File: src/rtl/clk_div_prog.sv
// clk_div_prog: programmable integer clock divider, CLK_OUT = CLK_IN / N.
// N is taken from a divisor register (2 .. 2^DIV_W-1). Divisor changes and
// run/stop requests only take effect at period boundaries, so CLK_OUT never
// shows a runt pulse.
//
// Ports:
//   CLK_IN   source clock
//   RST      asynchronous active-low reset
//   EN       run request (level)
//   DIV_SEL  new divisor value
//   DIV_LOAD one-cycle strobe capturing DIV_SEL into the pending slot
//   CLK_OUT  divided clock
//   TICK     one-cycle strobe at each CLK_OUT rising edge
//   DIV_ACK  one-cycle strobe when a pending divisor is applied
//   DIV_ERR  one-cycle strobe when a load carried DIV_SEL < 2 (discarded)
//
// Optional: define CLK_DIV_ODD_DUTY50_EN to add a negedge stage that
// stretches the high phase by half a cycle for odd N (exact 50% duty).
module clk_div_prog #(
    parameter int unsigned DIV_W   = 8,
    parameter int unsigned DIV_RST = 2
) (
    input  logic             CLK_IN,
    input  logic             RST,
    input  logic             EN,
    input  logic [DIV_W-1:0] DIV_SEL,
    input  logic             DIV_LOAD,
    output logic             CLK_OUT,
    output logic             TICK,
    output logic             DIV_ACK,
    output logic             DIV_ERR
);

    typedef enum logic [1:0] {IDLE, RUN, STOP} state_t;

    state_t           state, state_n;
    logic [DIV_W-1:0] cnt, cnt_n;
    logic [DIV_W-1:0] div_q, div_n;
    logic [DIV_W-1:0] pend, pend_n;
    logic             pend_v, pend_v_n;
    logic             pos_q, pos_n;
    logic             tick_n, ack_n, err_n;
    logic             wrap_c, load_ok_c, apply_c;

    // State and registered outputs
    always_ff @(posedge CLK_IN or negedge RST) begin
        if (!RST) begin
            state   <= IDLE;
            cnt     <= '0;
            div_q   <= DIV_W'(DIV_RST);
            pend    <= '0;
            pend_v  <= 1'b0;
            pos_q   <= 1'b0;
            TICK    <= 1'b0;
            DIV_ACK <= 1'b0;
            DIV_ERR <= 1'b0;
        end else begin
            state   <= state_n;
            cnt     <= cnt_n;
            div_q   <= div_n;
            pend    <= pend_n;
            pend_v  <= pend_v_n;
            pos_q   <= pos_n;
            TICK    <= tick_n;
            DIV_ACK <= ack_n;
            DIV_ERR <= err_n;
        end
    end

    // Next state, counter, divisor bookkeeping and output decode
    always_comb begin
        state_n   = state;
        cnt_n     = cnt;
        div_n     = div_q;
        pend_n    = pend;
        pend_v_n  = pend_v;
        pos_n     = 1'b0;
        tick_n    = 1'b0;
        ack_n     = 1'b0;
        apply_c   = 1'b0;
        wrap_c    = (cnt == div_q - DIV_W'(1));
        load_ok_c = DIV_LOAD && (DIV_SEL >= DIV_W'(2));
        err_n     = DIV_LOAD && !load_ok_c;

        case (state)
            IDLE: begin
                cnt_n   = '0;
                apply_c = pend_v;
                if (EN) state_n = RUN;
            end
            RUN, STOP: begin
                if (wrap_c) begin
                    // Period boundary: the only point where N or run state may change
                    cnt_n   = '0;
                    apply_c = pend_v;
                    state_n = EN ? RUN : IDLE;
                end else begin
                    cnt_n   = cnt + DIV_W'(1);
                    state_n = EN ? RUN : STOP;
                end
            end
            default: state_n = IDLE;
        endcase

        if (apply_c) begin
            div_n    = pend;
            pend_v_n = 1'b0;
            ack_n    = 1'b1;
        end

        // A load at the apply edge only refills the pending slot
        if (load_ok_c) begin
            pend_n   = DIV_SEL;
            pend_v_n = 1'b1;
        end

        // New period uses the divisor valid after this edge
        pos_n  = (state_n != IDLE) && (cnt_n < (div_n >> 1));
        tick_n = (state_n != IDLE) && (cnt_n == '0);
    end

`ifdef CLK_DIV_ODD_DUTY50_EN
    logic neg_q;

    // Half-cycle delayed copy of the high phase, only for odd N
    always_ff @(negedge CLK_IN or negedge RST) begin
        if (!RST) neg_q <= 1'b0;
        else      neg_q <= pos_q & div_q[0];
    end

    assign CLK_OUT = pos_q | neg_q;
`else
    assign CLK_OUT = pos_q;
`endif

endmodule

File: config.mk
export PLATFORM = sky130hd
export DESIGN_NAME = clk_div_prog
export DESIGN_NICKNAME = d
export VERILOG_FILES = /design/src/rtl/clk_div_prog.sv
export SDC_FILE = /design/constraint.sdc
export NUM_CORES = 1
export LEC_CHECK = 0
export BUFFER_PORTS_ARGS = -buffer_cell sky130_fd_sc_hd__buf_2
export CORE_MARGIN = 8
export CORE_UTILIZATION = 59
export DETAILED_ROUTE_END_ITERATION = 8
export PLACE_DENSITY = 0.79
export SYNTH_ARGS = -nofsm -noshare
export SYNTH_HDL_FRONTEND = slang
export SYNTH_SLANG_ARGS = --single-unit
File: constraint.sdc
create_clock -name CLK_IN -period 4.4 [get_ports CLK_IN]
set_input_delay 0.66 -clock CLK_IN [delete_from_list [all_inputs] [get_ports CLK_IN]]
set_output_delay 0.66 -clock CLK_IN [all_outputs]
set_load 0.05 [all_outputs]
==> results.md, run 1 <==
* Root Buffer Master: clkbuf_4
* Post-synth EDFFs at 0
* Detailed Route Iter0 Violations at 87
* Setup slack after layout at 409 ps
* # IOs at 16
* Placement Cell Area at 1910 sq um
* Filler cells at 251
* Vias in the first global route at 1440
* GRT Total Usage at 16.8%
* Main synth FF type: dfrtp_1
* CTS clk-pin slew, worst paths at 100 ps
* Flops & latches, synth at 31
* Area Growth Syn to Fin at 9.40%
* Largest net degree at the start of global routing at 32
* Cell area after layout at 1990 sq um
* Die width at 71.6 um
* H-Tree Depth at 2
* Post-DP HPWL at 3.04 mm
* Synthesized area at roughly 1800 sq um
* Critical path class: flip-flop to flip-flop
* Average instance area after synthesis at 9.02 sq um
* CTS buffer count at 5
* Worst path bufs/invs at 2
* Die Y at 71.6 um
* Initial antenna violation count at 0
* Max FO, Critical Path at 12
* Worst Path Required at 4670 ps
* DRT antenna net count at 0
* Final Hold Vio Count at 0
* Cell count after synthesis at 202
* Post-CTS Resized at 0
* Synth async-reset ratio at 100%
* Area share of the largest cell type after synthesis at 41.2%
* Starting Density at between 60% and 70%
* Post-CTS Setup Inserts at 0
* DRC at 0
* Multi-input logic area at 951 sq um
* Startpoint Class: flip-flop
* Pre-CTS setup slack at 434 ps
* Critical path, cell by cell: inv_1 > ha_1 > or3b_4 > or4_4 > a211oi_2 > o2111ai_1 > a211oi_2 > buf_4 > mux2i_1 > ha_1 > a21o_1 > a21oi_1 > o21ai_0 > a2111o_1 > nor2_1
* Slew Limit Fails at 0
* Register area at slightly below 800 sq um
* Most frequent cell after synthesis: nand2_1
* CP max-delay cell: or4_4
* Design Power at 0.00134 W
* Core Region at around 3000 sq um
* Diode count at 0
* Critical path endpoint category: flip-flop
* Slew Limit Headroom at 55.2%
* VDD IR max at 0.363 mV
* Status: finished, final reports clean
* Net total in the final layout at 237
* DR WL/cell at 15.9 um
* First-pass GRT wire length at 6.71 mm
* Top delay family on crit path: compound AO/OA/AOI/OAI gates
* Setup TNS Final at 0 ps
* Final Routed Wirelength at 3.95 mm
* Worst Hold Class: input pin to asynchronous set/reset pin
* Clock Skew at 9.17 ps
* Port bufs at 15
* Synth top cells by count: 36 x nand2_1, 30 x dfrtp_1, 15 x inv_1
* Site Rows at 20
* Final period util at about nine tenths
* Max Clock Freq at 251 MHz
* Die area at approximately 5100 sq um
* Layout cell share with drive strength beyond 1 at 17.6%
* Via count at 1496
* P_leak at slightly below 1 nW
* Hold buffer count at cts at 0
* Syn_nets at 224
* Top cells by area, synth: dfrtp_1 41%, nand2_1 7.4%, ha_1 6.9%
* Post-synth top area cell: dfrtp_1
* Tightest Pin Transition at ~670 ps
* TritonRoute pass-1 iters at 4
* Clk Latency, worst-skew pair at 340 ps
* Sequential element share of the synthesized area at 42.6%
* TritonCTS Sinks at 31
* Max-cap violations at 0
* Critical path's largest stage delay at between 400 and 500 ps
* Yosys cell types at 48
* Final setup fails at 0
* Vias/cell at 6.01
* Min Tclk post-route at between 3000 and 4000 ps
* WP data arrival at 4260 ps
* P per Cell Area at 674 nW/um^2
* Clk buf depth at 2
* YS warnings at 0
* RSZ-0062 raised after global routing: no
* Routability cong. at 0.849
* CTS tree: done
* Total grt overflow at 0
-- routing by layer --
metal  vias to the layer above  share of wire (%)  GRT usage (%)
met3                        11                4.5           4.18
met4                         0                3.3           10.9
met5                         -                  0              0
met1                       720                 43           20.9
li1                        726                  -              -
met2                        39                 49           25.2
-- per-stage QoR --
step                      util, %  hold WS, ps  cells
after detailed placement     63.5          480    241
after global placement       63.5          471    241
after floorplan                 -          364    202
after CTS                    66.4          363    249
after global routing         66.4          390    249
final                        66.4          343    249
-- sequential cells by signal (all words and copies together), names as in the netlist --
register / cells
DIV_ERR: 1
state: 2
DIV_ACK: 1
pend_v: 1
pend: 8
TICK: 1
div_q: 8
CLK_OUT: 1
cnt: 8
-- where the power goes --
| part | switching (W) | total (W) | internal [W] |
|---|---|---|---|
| registers | 0.0000855 | 0.000454 | 0.000369 |
| logic | 0.000394 | 0.000659 | 0.000264 |
| clock network | 0.0000979 | 0.000232 | 0.000134 |
-- final timing paths --
check / from / endpoint / slack (ps) / depth (start not counted)
max: div_q[0] / CLK_OUT / 410 / 15
min: RST / cnt[2] / 340 / 1
max reg2reg: div_q[0] / CLK_OUT / 410 / 15
min reg2reg: pend[2] / pend[2] / 500 / 2
max in group asynchronous: RST / cnt[0] / 3610 / 1
min in group CLK_IN: pend[2] / pend[2] / 500 / 2
-- kinds of logic (layout without fill, tap and decap cells) --
| family | count (synthesis) | in the layout | share of synthesized area [%] |
|---|---|---|---|
| and+or+nand+nor | 84 | 84 | 22.1 |
| AOI/OAI and AO/OA | 35 | 35 | 14.2 |
| DFF | 31 | 31 | 42.6 |
| buffers and inverters | 25 | 39 | 5.22 |
| adders and majority gates | 10 | 10 | 6.86 |
| muxes | 9 | 9 | 5.15 |
| xor gates and xnor gates | 8 | 8 | 3.84 |
-- cells in the final DEF, fill, tap and decap left out, types with 2 or more instances in the layout --
| cell | instances |
|---|---|
| nand2b_1 | 2 |
| o21ai_0 | 8 |
| clkbuf_4 | 5 |
| nand2_1 | 36 |
| nand3_1 | 10 |
| or4_1 | 2 |
| or2_2 | 3 |
| mux2i_1 | 6 |
| mux2_2 | 3 |
| buf_2 | 15 |
| nor3_1 | 3 |
| nor4_1 | 3 |
| a21o_1 | 2 |
| o31ai_1 | 3 |
| a211oi_2 | 2 |
| inv_1 | 15 |
| or3_1 | 3 |
| xor2_1 | 2 |
| ha_1 | 10 |
| dfrtp_1 | 30 |
| nor2_1 | 13 |
| a21oi_1 | 5 |
| xnor2_1 | 6 |
-- final cells by class --
| type | count | area share (%) |
|---|---|---|
| inverter | 15 | 2.82 |
| clock inverter | 2 | 1.76 |
| timing repair buffer | 16 | 4.14 |
| sequential | 31 | 39.0 |
| clock buffer | 6 | 2.57 |
| multi-input combinational | 146 | 47.7 |
| tap | 33 | 2.07 |
Note: power is estimated with default switching activity, not from simulation.
==> inputs of run 2 (changes only) <==
--- a/config.mk
+++ b/config.mk
@@ -10,4 +10,5 @@
 export CORE_UTILIZATION = 59
 export DETAILED_ROUTE_END_ITERATION = 8
+export GPL_ROUTABILITY_DRIVEN = 0
 export PLACE_DENSITY = 0.79
 export SYNTH_ARGS = -nofsm -noshare
==> constraint.sdc (replaced) <==
create_clock -name CLK_IN -period 4.4 [get_ports CLK_IN]
set_input_delay 0.22 -clock CLK_IN [delete_from_list [all_inputs] [get_ports CLK_IN]]
set_output_delay 0.22 -clock CLK_IN [all_outputs]
set_load 0.05 [all_outputs]
==> run 2 against run 1 <==
  * Register-to-register slack hardly changed
  * Sequential cell count stayed put
  * Largest power group unchanged
  * Final cell count is 0.40% higher
==> results.md, run 2 (synthesized netlist as in run 1, its figures left out) <==
* Die Y at slightly above 70 um
* Post-CTS Resized at 0
* Critical path's largest stage delay at 490 ps
* Biggest regs: cnt x8, div_q x8, pend x8
* H-Tree Depth at 2
* Final setup fails at 0
* Worst Hold Class: input pin to flip-flop
* Initial antenna violation count at 0
* Slew Limit Fails at 0
* Die area at 5120 sq um
* TritonRoute pass-1 iters at 4
* Total grt overflow at 0
* Post-DP HPWL at 3.04 mm
* Min Tclk post-route at 3990 ps
* Clk Latency, worst-skew pair at between 300 and 400 ps
* Critical path class: flip-flop to flip-flop
* CP max-delay cell: or4_4
* Max Clock Freq at 251 MHz
* VDD IR max at 0.363 mV
* Hold Crit Start: DIV_SEL[5]
* CTS buffer count at 5
* Clk buf depth at 2
* Site Rows at 20
* TritonCTS Sinks at 31
* Top delay family on crit path: compound AO/OA/AOI/OAI gates
* WP data arrival at 4260 ps
* Final Hold Vio Count at 0
* Reg2reg start: div_q[0]
* DR WL/cell at between 15 and 20 um
* Slew Limit Headroom at 55.1%
* Critical path, cell by cell: inv_1 > ha_1 > or3b_4 > or4_4 > a211oi_2 > o2111ai_1 > a211oi_2 > buf_4 > mux2i_1 > ha_1 > a21o_1 > a21oi_1 > o21ai_0 > a2111o_1 > nor2_1
* Status: finished, final reports clean
* Layout cell share with drive strength beyond 1 at between 10% and 20%
* Port bufs at 15
* Starting Density at 60.7%
* Vias in the first global route at roughly 1.4k
* Most common cell after layout, fill and taps aside: nand2_1
* Critical path endpoint category: flip-flop
* Detailed Route Iter0 Violations at 81
* DRT antenna net count at 0
* Final period util at 90.7%
* CTS tree: done
* DRC at 0
* Max-cap violations at 0
* P_leak at 0.997 nW
* Max FO, Critical Path at 12
* # IOs at 16
* First-pass GRT wire length at 6.72 mm
* Largest net degree at the start of global routing at 32
* Die width at 71.6 um
* Net total in the final layout at roughly 240
* Core Region at 3000 sq um
* Startpoint Class: flip-flop
* Fin cells at 250
* P per Cell Area at roughly 670 nW/um^2
* Root Buffer Master: clkbuf_4
* GRT Total Usage at 16.8%
* Most frequent cells in the layout: 36 x nand2_1, 30 x dfrtp_1, 15 x inv_1, 15 x buf_2, 13 x nor2_1
* Via count at 1496
* Origin of the worst setup path: div_q[0]
* Setup TNS Final at 0 ps
* Area Growth Syn to Fin at 9.95%
* Post-CTS Setup Inserts at 0
* CTS clk-pin slew, worst paths at approximately 90 ps
* Clock Skew at 9.63 ps
* Tightest Pin Transition at 673 ps
* Worst path bufs/invs at 2
* Vias/cell at 5.98
* Diode count at 0
* Worst Path Required at around 4700 ps
* Final Routed Wirelength at between 3 and 4 mm
* RSZ-0062 raised after global routing: no
* Post-Place Cells at 241
[run 2: cell types whose count changed in the layout (fill, tap and decap cells not counted)]
cell	delta
dlygate4sd3_1	+1
[run 2: timing repair]
| item | CTS | global route |
|---|---|---|
| hold buffers | 1 | 0 |
| endpoints found under the hold margin | 30 | 0 |
| setup endpoints to repair | 0 | 0 |
[run 2: cell type report]
type | count | area, sq um
Tap cell | 33 | 41.3
Inverter | 15 | 56.3
Sequential cell | 31 | 777
Clock inverter | 2 | 35.0
Timing Repair Buffer | 17 | 92.6
Clock buffer | 6 | 51.3
Fill cell | 250 | 998
Multi-Input combinational cell | 146 | 951
[run 2: path summary, 6_finish.rpt]
check                      depth (start not counted)  slack (ps)      end
max in group asynchronous                          2        3520   cnt[0]
min reg2reg                                        2         500  pend[2]
max                                               15         410  CLK_OUT
max reg2reg                                       15         410  CLK_OUT
min in group asynchronous                          2         440   cnt[2]
min                                                3          90  pend[5]
[run 2: report_power, final]
part	total [W]	switching (W)	internal, W	leakage [nW]
clock network	0.000232	0.0000977	0.000134	0.0482
logic	0.000659	0.000395	0.000265	0.560
registers	0.000454	0.0000855	0.000369	0.389
[run 2: through the flow]
stage                     instance area (sq um)  util, %  total power (W)  hold slack [ps]  setup WS [ps]
after floorplan                            1820        -         0.000955            -75.6            534
after global placement                     1910     63.5          0.00109              292            558
after detailed placement                   1910     63.5          0.00112              303            434
after CTS                                  2000     66.8          0.00135             80.5            407
after global routing                       2000     66.8          0.00146             85.6            109
final                                      2000     66.8          0.00135             91.3            409
[run 2: metal layers]
| layer | up-vias | track usage (%) | share of wire (%) |
|---|---|---|---|
| met1 | 718 | 21.0 | 44 |
| li1 | 728 | - | - |
| met3 | 11 | 4.18 | 4.5 |
| met4 | 0 | 10.9 | 3.3 |
| met5 | - | 0 | 0 |
| met2 | 39 | 25.2 | 49 |
[run 2: tightest hold or removal path: cells and delay by family]
kind,cells,cell delay (ps)
and+or+nand+nor,2,100
buffers and inverters,1,80
